File: src/rtl/blake2_input_driver.sv
// blake2_input_driver: serializes a (kk, nn, ll) config or 512-bit blocks into the Blake2 valid/cmd/data byte stream.
// Optional BLAKE2_DRV_STALL_EN adds stall_i, which freezes emission and blanks valid_o.
module blake2_input_driver #(
   parameter int BLOCK_BYTES = 64,
   parameter int CONF_BYTES  = 3
) (
   input  logic                     clk,
   input  logic                     nreset,
`ifdef BLAKE2_DRV_STALL_EN
   input  logic                     stall_i,
`endif
   input  logic                     cfg_v_i,
   output logic                     cfg_ready_o,
   input  logic [7:0]               kk_i,
   input  logic [7:0]               nn_i,
   input  logic [7:0]               ll_i,
   input  logic                     block_v_i,
   output logic                     block_ready_o,
   input  logic [8*BLOCK_BYTES-1:0] block_i,
   input  logic                     block_first_i,
   input  logic                     block_last_i,
   output logic                     valid_o,
   output logic [1:0]               cmd_o,
   output logic [7:0]               data_o,
   output logic                     done_o
);
   localparam int CW = $clog2(BLOCK_BYTES);
   typedef enum logic [1:0] {IDLE, CONF, BLOCK} state_t;
   state_t                   state_q, state_d;
   logic [CW-1:0]            cnt_q, cnt_d;
   logic [7:0]               kk_q, nn_q, ll_q, kk_d, nn_d, ll_d, data_d;
   logic [8*BLOCK_BYTES-1:0] blk_q, blk_d;
   logic                     first_q, last_q, first_d, last_d;
   logic                     stall, cfg_acc, blk_acc, cnt_end, conf_end;
   logic                     valid_q, valid_d, done_d;
   logic [1:0]               cmd_d;
`ifdef BLAKE2_DRV_STALL_EN
   assign stall = stall_i;
`else
   assign stall = 1'b0;
`endif
   assign cnt_end       = cnt_q == CW'(BLOCK_BYTES - 1);
   assign conf_end      = cnt_q == CW'(CONF_BYTES - 1);
   assign cfg_ready_o   = state_q == IDLE && !stall;
   assign block_ready_o = !stall && (state_q == IDLE ? !cfg_v_i : state_q == BLOCK && cnt_end);
   assign cfg_acc       = cfg_v_i && cfg_ready_o;
   assign blk_acc       = block_v_i && block_ready_o;
   assign valid_o       = valid_q && !stall;
   // Outputs are computed from next-state values so byte 0 is visible the cycle after acceptance.
   always_comb begin
      state_d = stall ? state_q : cfg_acc ? CONF : blk_acc ? BLOCK :
                state_q == CONF ? (conf_end ? IDLE : CONF) :
                state_q == BLOCK ? (cnt_end ? IDLE : BLOCK) : IDLE;
      cnt_d   = stall ? cnt_q :
                (cfg_acc || state_q == IDLE || (state_q == CONF && conf_end)) ? '0 : cnt_q + CW'(1);
      kk_d    = cfg_acc ? kk_i : kk_q;
      nn_d    = cfg_acc ? nn_i : nn_q;
      ll_d    = cfg_acc ? ll_i : ll_q;
      blk_d   = blk_acc ? block_i : blk_q;
      first_d = blk_acc ? block_first_i : first_q;
      last_d  = blk_acc ? block_last_i : last_q;
      valid_d = state_d != IDLE;
      data_d  = state_d == IDLE ? 8'd0 :
                state_d == CONF ? (cnt_d[1:0] == 2'd0 ? kk_d : cnt_d[1:0] == 2'd1 ? nn_d : ll_d) :
                blk_d[{cnt_d, 3'b000} +: 8];
      cmd_d   = state_d != BLOCK ? 2'd0 : (cnt_d == '0 && first_d) ? 2'd1 : last_d ? 2'd3 : 2'd2;
      done_d  = !stall && state_q == BLOCK && cnt_end && last_q;
   end
   always_ff @(posedge clk or negedge nreset) begin
      if (!nreset) begin
         state_q <= IDLE;
         cnt_q   <= '0;
         kk_q    <= '0;
         nn_q    <= '0;
         ll_q    <= '0;
         blk_q   <= '0;
         first_q <= 1'b0;
         last_q  <= 1'b0;
         valid_q <= 1'b0;
         cmd_o   <= '0;
         data_o  <= '0;
         done_o  <= 1'b0;
      end else begin
         state_q <= state_d;
         cnt_q   <= cnt_d;
         kk_q    <= kk_d;
         nn_q    <= nn_d;
         ll_q    <= ll_d;
         blk_q   <= blk_d;
         first_q <= first_d;
         last_q  <= last_d;
         valid_q <= valid_d;
         cmd_o   <= cmd_d;
         data_o  <= data_d;
         done_o  <= done_d;
      end
   end
endmodule

File: config.mk
export PLATFORM = sky130hd
export DESIGN_NAME = blake2_input_driver
export DESIGN_NICKNAME = d
export VERILOG_FILES = /design/src/rtl/blake2_input_driver.sv
export SDC_FILE = /design/constraint.sdc
export NUM_CORES = 1
export LEC_CHECK = 0
export ABC_AREA = 0
export BUFFER_PORTS_ARGS = -buffer_cell sky130_fd_sc_hd__buf_2
export CORE_MARGIN = 10
export CORE_UTILIZATION = 45
export DETAILED_ROUTE_END_ITERATION = 8
export PLACE_DENSITY = 0.65
export SYNTH_ARGS = -nofsm -noshare
export SYNTH_HDL_FRONTEND = slang
export SYNTH_SLANG_ARGS = --single-unit
File: constraint.sdc
create_clock -name clk -period 4.8 [get_ports clk]
set_input_delay 0.48 -clock clk [delete_from_list [all_inputs] [get_ports clk]]
set_output_delay 0.48 -clock clk [all_outputs]
set_load 0.02 [all_outputs]
==> impl_metrics.env, run 1 <==
export IMPL_worst_pin_slew_ns=1.42
export IMPL_dpl_cell_count=4297
export IMPL_min_period_ns=4.13
export IMPL_final_setup_viol_count=0
export IMPL_r2r_start="state_q[1]"
export IMPL_fin_cells=4428
export IMPL_synth_top_cells_by_area="sky130_fd_sc_hd__dfrtp_1 (52%), sky130_fd_sc_hd__nand2_1 (20%), sky130_fd_sc_hd__mux2_2 (4.3%)"
export IMPL_asyncSetResetFlopFracSynth=1.00
export IMPL_net_count_after_synthesis=3645
export IMPL_postRouteAntennaNets=0
export IMPL_firstDrtPassIters=6
export IMPL_power_leakage_nw=16.6
export IMPL_highest_achievable_clock_rate_mhz=242
export IMPL_post_route_period_util=0.859
export IMPL_drt_first_iter_violations=2761
export IMPL_route_vias_total=25100
export IMPL_grt_ovfl_total=0
export IMPL_synthCells=3101
export IMPL_wl_per_cell_um=25.8
export IMPL_gp_congestion=0.930
export IMPL_grt_max_degree=155
export IMPL_num_io_pins=556
export IMPL_rows=89
export IMPL_initial_utilization=0.456
export IMPL_totalWireLength_um=114000
export IMPL_vdd_drop_max_v=0.000800
export IMPL_yosysUniqueCellTypes=87
export IMPL_timing_clock_skew_ns=0.0317
export IMPL_timing_setup_critical_path_class="flip-flop to flip-flop"
export IMPL_hp_class="input pin to flip-flop"
export IMPL_netlist_top_cells_count="sky130_fd_sc_hd__nand2_1 (1418), sky130_fd_sc_hd__dfrtp_1 (558), sky130_fd_sc_hd__nor2_1 (116), sky130_fd_sc_hd__mux2_2 (102), sky130_fd_sc_hd__buf_2 (81)"
export IMPL_cp_startpoint="state_q[1]"
export IMPL_htree_levels=2
export IMPL_fin_total_pwr_w=0.0240
export IMPL_post_synth_instance_area_um2=27000
export IMPL_post_place_ws_ns=0.645
export IMPL_status="complete, no violations"
export IMPL_cts_inserted_buffers=59
export IMPL_clk_latency_ns=0.64
export IMPL_hpwl_um=85100
export IMPL_finalHoldWorstSlack_ns=0.0495
export IMPL_root_driver="sky130_fd_sc_hd__clkbuf_16"
export IMPL_die_height_um=265
export IMPL_wire_length_of_the_first_global_routing_pass_um=165000
export IMPL_vias_per_cell=5.67
export IMPL_vias_in_the_first_global_route=24600
export IMPL_cp_data_arrival_time_ns=4.66
export IMPL_grt_use_total=0.315
export IMPL_remaining_drc_errors=0
export IMPL_synth_ff_type="sky130_fd_sc_hd__dfrtp_1"
export IMPL_tritoncts="yes"
export IMPL_seq_area_frac_synth=0.518
export IMPL_cts_repair_resize_count=0
export IMPL_buffers_added_on_ports=555
export IMPL_setup_worst_path_end_class="flip-flop"
export IMPL_ctsHoldBuffers=1
export IMPL_post_route_cells_drive_above_1_share=0.237
export IMPL_synth_warnings=0
export IMPL_report_final_slew_viol_count=0
export IMPL_core_area_um2=59100
export IMPL_path_max_fanout=35
export IMPL_synth_top_cell_area_share=0.518
export IMPL_die_x_um=265
export IMPL_synth_most_common_cell="sky130_fd_sc_hd__nand2_1"
export IMPL_synthesized_area_per_cell_um2=8.70
export IMPL_report_final_hold_viol_count=0
export IMPL_setup_worst_path_start_class="flip-flop"
export IMPL_area_delta_synth_final_pct=20.1
export IMPL_timing_reg2reg_setup_slack_ns=0.67
export IMPL_yosys_area_top_type="sky130_fd_sc_hd__dfrtp_1"
export IMPL_reg2reg_to="data_o[0]"
export IMPL_worst_setup_hold_path_clk_slew_ns=0.06
export IMPL_ff2ff_path_depth=11
export IMPL_crit_end="data_o[0]"
export IMPL_synth_seq_cells=558
export IMPL_timing_slew_headroom=0.0481
export IMPL_clock_path_buffers=3
export IMPL_cap_violations=0
export IMPL_floorplan_die_area_um2=70100
export IMPL_number_of_antenna_violations_at_the_first_check_in_global_routing=67
export IMPL_cts_sinks=558
export IMPL_p_per_area_nw_per_um2=740
export IMPL_cp_required_ns=5.33
export IMPL_synth_edff_count=0
export IMPL_grt_setup_unrepaired="false"
export IMPL_post_route_worst_setup_slack_ns=0.675
export IMPL_postCtsSetupRepairBufs=0
export IMPL_layout_nets=4130
export IMPL_finalSetupTns_ns=0
==> critical path, cell delays in order, from the launching register on <==
cell                       delay [ns]
sky130_fd_sc_hd__dfrtp_1         0.48
sky130_fd_sc_hd__or4b_1          0.74
sky130_fd_sc_hd__a21bo_4         0.57
sky130_fd_sc_hd__buf_4           0.30
sky130_fd_sc_hd__buf_4           0.39
sky130_fd_sc_hd__a221oi_1        0.15
sky130_fd_sc_hd__a211oi_1        0.30
sky130_fd_sc_hd__or3b_1          0.38
sky130_fd_sc_hd__nand4_1         0.21
sky130_fd_sc_hd__o41ai_1         0.19
sky130_fd_sc_hd__o31a_1          0.27
sky130_fd_sc_hd__o31ai_1         0.06
==> kinds of logic after synthesis <==
kind of cell	Yosys count	synth area share
and+or+nand+nor	1733	0.257
buffers and inverters	241	0.0461
DFF	558	0.518
muxes	156	0.0657
AOI/OAI and AO/OA	403	0.110
xor gates and xnor gates	8	0.00260
adders and majority gates	2	0.000928
==> report_power, final <==
| group | total, W | internal (W) | switching (W) |
|---|---|---|---|
| logic | 0.0116 | 0.00378 | 0.00786 |
| clock network | 0.00451 | 0.00257 | 0.00193 |
| registers | 0.00782 | 0.00706 | 0.000761 |
| total | 0.0240 | 0.0134 | 0.0106 |
==> per-stage QoR <==
step           cell area (um^2)   util
6_report                  32400  0.548
5_1_grt                   32400  0.547
4_1_cts                   32300  0.546
3_5_place_dp              30400  0.515
3_3_place_gp              30400  0.515
2_1_floorplan             27000      -
==> worst min path at each step <==
stage | startpoint | cells past startpoint | slack, ns | endpoint
6_report | block_i[500] | 3 | 0.05 | blk_q[500]
5_1_grt | block_i[342] | 3 | 0.06 | blk_q[342]
4_1_cts | block_i[500] | 3 | 0.01 | blk_q[500]
3_5_place_dp | blk_q[250] | 2 | 0.45 | blk_q[250]
3_3_place_gp | blk_q[138] | 2 | 0.44 | blk_q[138]
2_1_floorplan | nreset | 0 | 0.18 | blk_q[0]
==> state kept, by name, summed over array words and instances (netlist names) <==
| register | cells |
|---|---|
| kk_q | 8 |
| cmd_o | 2 |
| done_o | 1 |
| nn_q | 8 |
| valid_o | 1 |
| blk_q | 512 |
| first_q | 1 |
| cnt_q | 6 |
| data_o | 8 |
| ll_q | 8 |
| state_q | 2 |
| last_q | 1 |
==> area by class of cell <==
cell class / instances / area [um^2]
fill: 5610 / 26700
sequential: 558 / 14000
multi-input combinational: 2302 / 11800
timing repair buffer: 633 / 3590
clock buffer: 91 / 1780
tap: 773 / 967
inverter: 32 / 125
clock inverter: 7 / 80.1
antenna: 32 / 80.1
==> metal layers <==
layer,vias to the layer above,share of wire,GRT usage
li1,11400,-,-
met1,12300,0.41,0.412
met2,1210,0.46,0.483
met3,256,0.10,0.0929
met4,52,0.035,0.132
met5,-,0.0029,0
==> cell usage in the layout, fill, tap and decap left out, types with 28 or more instances in the layout <==
cell,instances
sky130_fd_sc_hd__mux2i_1,46
sky130_fd_sc_hd__diode_2,32
sky130_fd_sc_hd__a21oi_1,55
sky130_fd_sc_hd__buf_4,60
sky130_fd_sc_hd__inv_1,28
sky130_fd_sc_hd__clkbuf_16,61
sky130_fd_sc_hd__buf_2,554
sky130_fd_sc_hd__nand2_1,1416
sky130_fd_sc_hd__dfrtp_1,558
sky130_fd_sc_hd__nand3_1,71
sky130_fd_sc_hd__nor2_1,115
sky130_fd_sc_hd__mux2_2,102
sky130_fd_sc_hd__o21ai_0,54
sky130_fd_sc_hd__a31oi_1,45
Power figures use the tool's default switching activity.
==> inputs of run 2 (changes only) <==
Settings changed: BUFFER_PORTS_ARGS -buffer_cell sky130_fd_sc_hd__buf_2 to -buffer_cell sky130_fd_sc_hd__buf_4.
==> impl_metrics.env, run 2 (synthesized netlist as in run 1, its figures left out) <==
export IMPL_layout_cells_most_common="sky130_fd_sc_hd__nand2_1"
export IMPL_postRouteAntennaNets=0
export IMPL_remaining_drc_errors=0
export IMPL_grt_ovfl_total=0
export IMPL_path_max_fanout=66
export IMPL_reg2reg_to="data_o[3]"
export IMPL_post_place_ws_ns=0.559
export IMPL_post_route_period_util=0.877
export IMPL_cts_inserted_buffers=60
export IMPL_fin_total_pwr_w=0.0248
export IMPL_number_of_antenna_violations_at_the_first_check_in_global_routing=24
export IMPL_finalSetupTns_ns=0
export IMPL_initial_utilization=0.456
export IMPL_grt_use_total=0.331
export IMPL_drt_first_iter_violations=2854
export IMPL_postCtsSetupRepairBufs=0
export IMPL_wire_length_of_the_first_global_routing_pass_um=173000
export IMPL_firstDrtPassIters=6
export IMPL_ctsHoldBuffers=1
export IMPL_final_cell_mix="sky130_fd_sc_hd__nand2_1 (1416), sky130_fd_sc_hd__buf_4 (613), sky130_fd_sc_hd__dfrtp_1 (558)"
export IMPL_worst_setup_hold_path_clk_slew_ns=0.06
export IMPL_root_driver="sky130_fd_sc_hd__clkbuf_16"
export IMPL_vias_in_the_first_global_route=25500
export IMPL_post_route_worst_setup_slack_ns=0.593
export IMPL_worstHoldPathCells=3
export IMPL_placed_cell_area_um2=31900
export IMPL_report_final_slew_viol_count=0
export IMPL_setup_worst_path_end_class="flip-flop"
export IMPL_vdd_drop_max_v=0.000684
export IMPL_max_ffs_per_register=512
export IMPL_register_bank_with_the_most_flops="blk_q"
export IMPL_power_leakage_nw=17.1
export IMPL_wl_per_cell_um=27.0
export IMPL_totalWireLength_um=120000
export IMPL_ff2ff_path_depth=11
export IMPL_num_io_pins=556
export IMPL_cp_data_arrival_time_ns=4.73
export IMPL_route_vias_total=25500
export IMPL_core_area_um2=59100
export IMPL_die_x_um=265
export IMPL_clk_latency_ns=0.65
export IMPL_hp_class="input pin to flip-flop"
export IMPL_final_setup_viol_count=0
export IMPL_timing_reg2reg_setup_slack_ns=0.59
export IMPL_clock_path_buffers=3
export IMPL_hpwl_um=89500
export IMPL_report_final_hold_viol_count=0
export IMPL_gp_congestion=0.954
export IMPL_post_route_cells_drive_above_1_share=0.239
export IMPL_htree_levels=2
export IMPL_cts_repair_resize_count=0
export IMPL_status="complete, no violations"
export IMPL_rows=89
export IMPL_floorplan_die_area_um2=70100
export IMPL_vias_per_cell=5.77
export IMPL_timing_clock_skew_ns=0.0285
export IMPL_p_per_area_nw_per_um2=730
export IMPL_worst_pin_slew_ns=0.992
export IMPL_min_period_ns=4.21
export IMPL_setup_worst_path_start_class="flip-flop"
export IMPL_destination_of_the_worst_hold_path="blk_q[313]"
export IMPL_timing_slew_headroom=0.338
export IMPL_layout_nets=4132
export IMPL_die_height_um=265
export IMPL_tritoncts="yes"
export IMPL_cap_violations=0
export IMPL_r2r_start="state_q[1]"
export IMPL_grt_setup_unrepaired="false"
export IMPL_buffers_added_on_ports=555
export IMPL_highest_achievable_clock_rate_mhz=238
export IMPL_cts_sinks=558
export IMPL_grt_max_degree=131
export IMPL_cp_required_ns=5.33
export IMPL_timing_setup_critical_path_class="flip-flop to flip-flop"
export IMPL_min_delay_startpoint="block_i[313]"
export IMPL_area_delta_synth_final_pct=25.8
export IMPL_finalInstanceArea_um2=33900
-- run 2: cell types whose count changed in the layout (fill, tap and decap cells not counted) --
cell and change:
sky130_fd_sc_hd__buf_12 +2, sky130_fd_sc_hd__buf_2 -554, sky130_fd_sc_hd__bufinv_16 +2, sky130_fd_sc_hd__clkbuf_1 +1, sky130_fd_sc_hd__clkinvlp_4 -1, sky130_fd_sc_hd__buf_4 +553
sky130_fd_sc_hd__clkbuf_8 +8, sky130_fd_sc_hd__diode_2 -20
-- run 2: power by group --
group	switching, W	internal, W
registers	0.000781	0.00706
clock network	0.00197	0.00282
logic	0.00819	0.00394
-- run 2: cell type report --
cell class / instances / area (um^2)
Inverter: 32 / 125
Sequential cell: 558 / 14000
Fill cell: 5380 / 25200
Tap cell: 773 / 967
Antenna cell: 12 / 30.0
Clock buffer: 100 / 1890
Multi-Input combinational cell: 2302 / 11800
Timing Repair Buffer: 634 / 5010
Clock inverter: 8 / 133
-- run 2: metal layers --
layer  part of all wire  vias up  global-route usage
met1               0.41    12500               0.435
met5             0.0012        -                   0
met3              0.094      281              0.0789
li1                   -    11300                   -
met4              0.046       22               0.152
met2               0.45     1334               0.514
-- run 2: worst max path at each step --
stage | depth (start not counted) | endpoint | start | slack (ns)
after CTS | 11 | data_o[3] | state_q[1] | 0.61
after floorplan | 16 | data_o[6] | cnt_q[0] | 1.21
after global placement | 12 | data_o[3] | cfg_v_i | 0.55
after detailed placement | 12 | data_o[3] | cfg_v_i | 0.56
after global routing | 11 | data_o[7] | state_q[1] | 0.40
final | 11 | data_o[3] | state_q[1] | 0.59
-- run 2: critical path: stages, from the launching register on --
cell                       delay [ns]
sky130_fd_sc_hd__dfrtp_1         0.48
sky130_fd_sc_hd__or4b_1          0.71
sky130_fd_sc_hd__a21bo_4         0.65
sky130_fd_sc_hd__buf_12          0.35
sky130_fd_sc_hd__mux2_2          0.42
sky130_fd_sc_hd__o21ai_0         0.28
sky130_fd_sc_hd__nor2_1          0.06
sky130_fd_sc_hd__o21ai_0         0.26
sky130_fd_sc_hd__a21oi_1         0.14
sky130_fd_sc_hd__a311oi_1        0.36
sky130_fd_sc_hd__buf_4           0.23
sky130_fd_sc_hd__o32ai_1         0.08
-- run 2: metrics by stage --
stage	util	hold WS, ns	cells
CTS	0.573	0.0205	4407
detailed placement	0.539	0.448	4298
finish	0.574	0.0390	4419
global placement	0.539	0.440	4298
global route	0.574	0.0422	4416
floorplan	-	0.184	3101
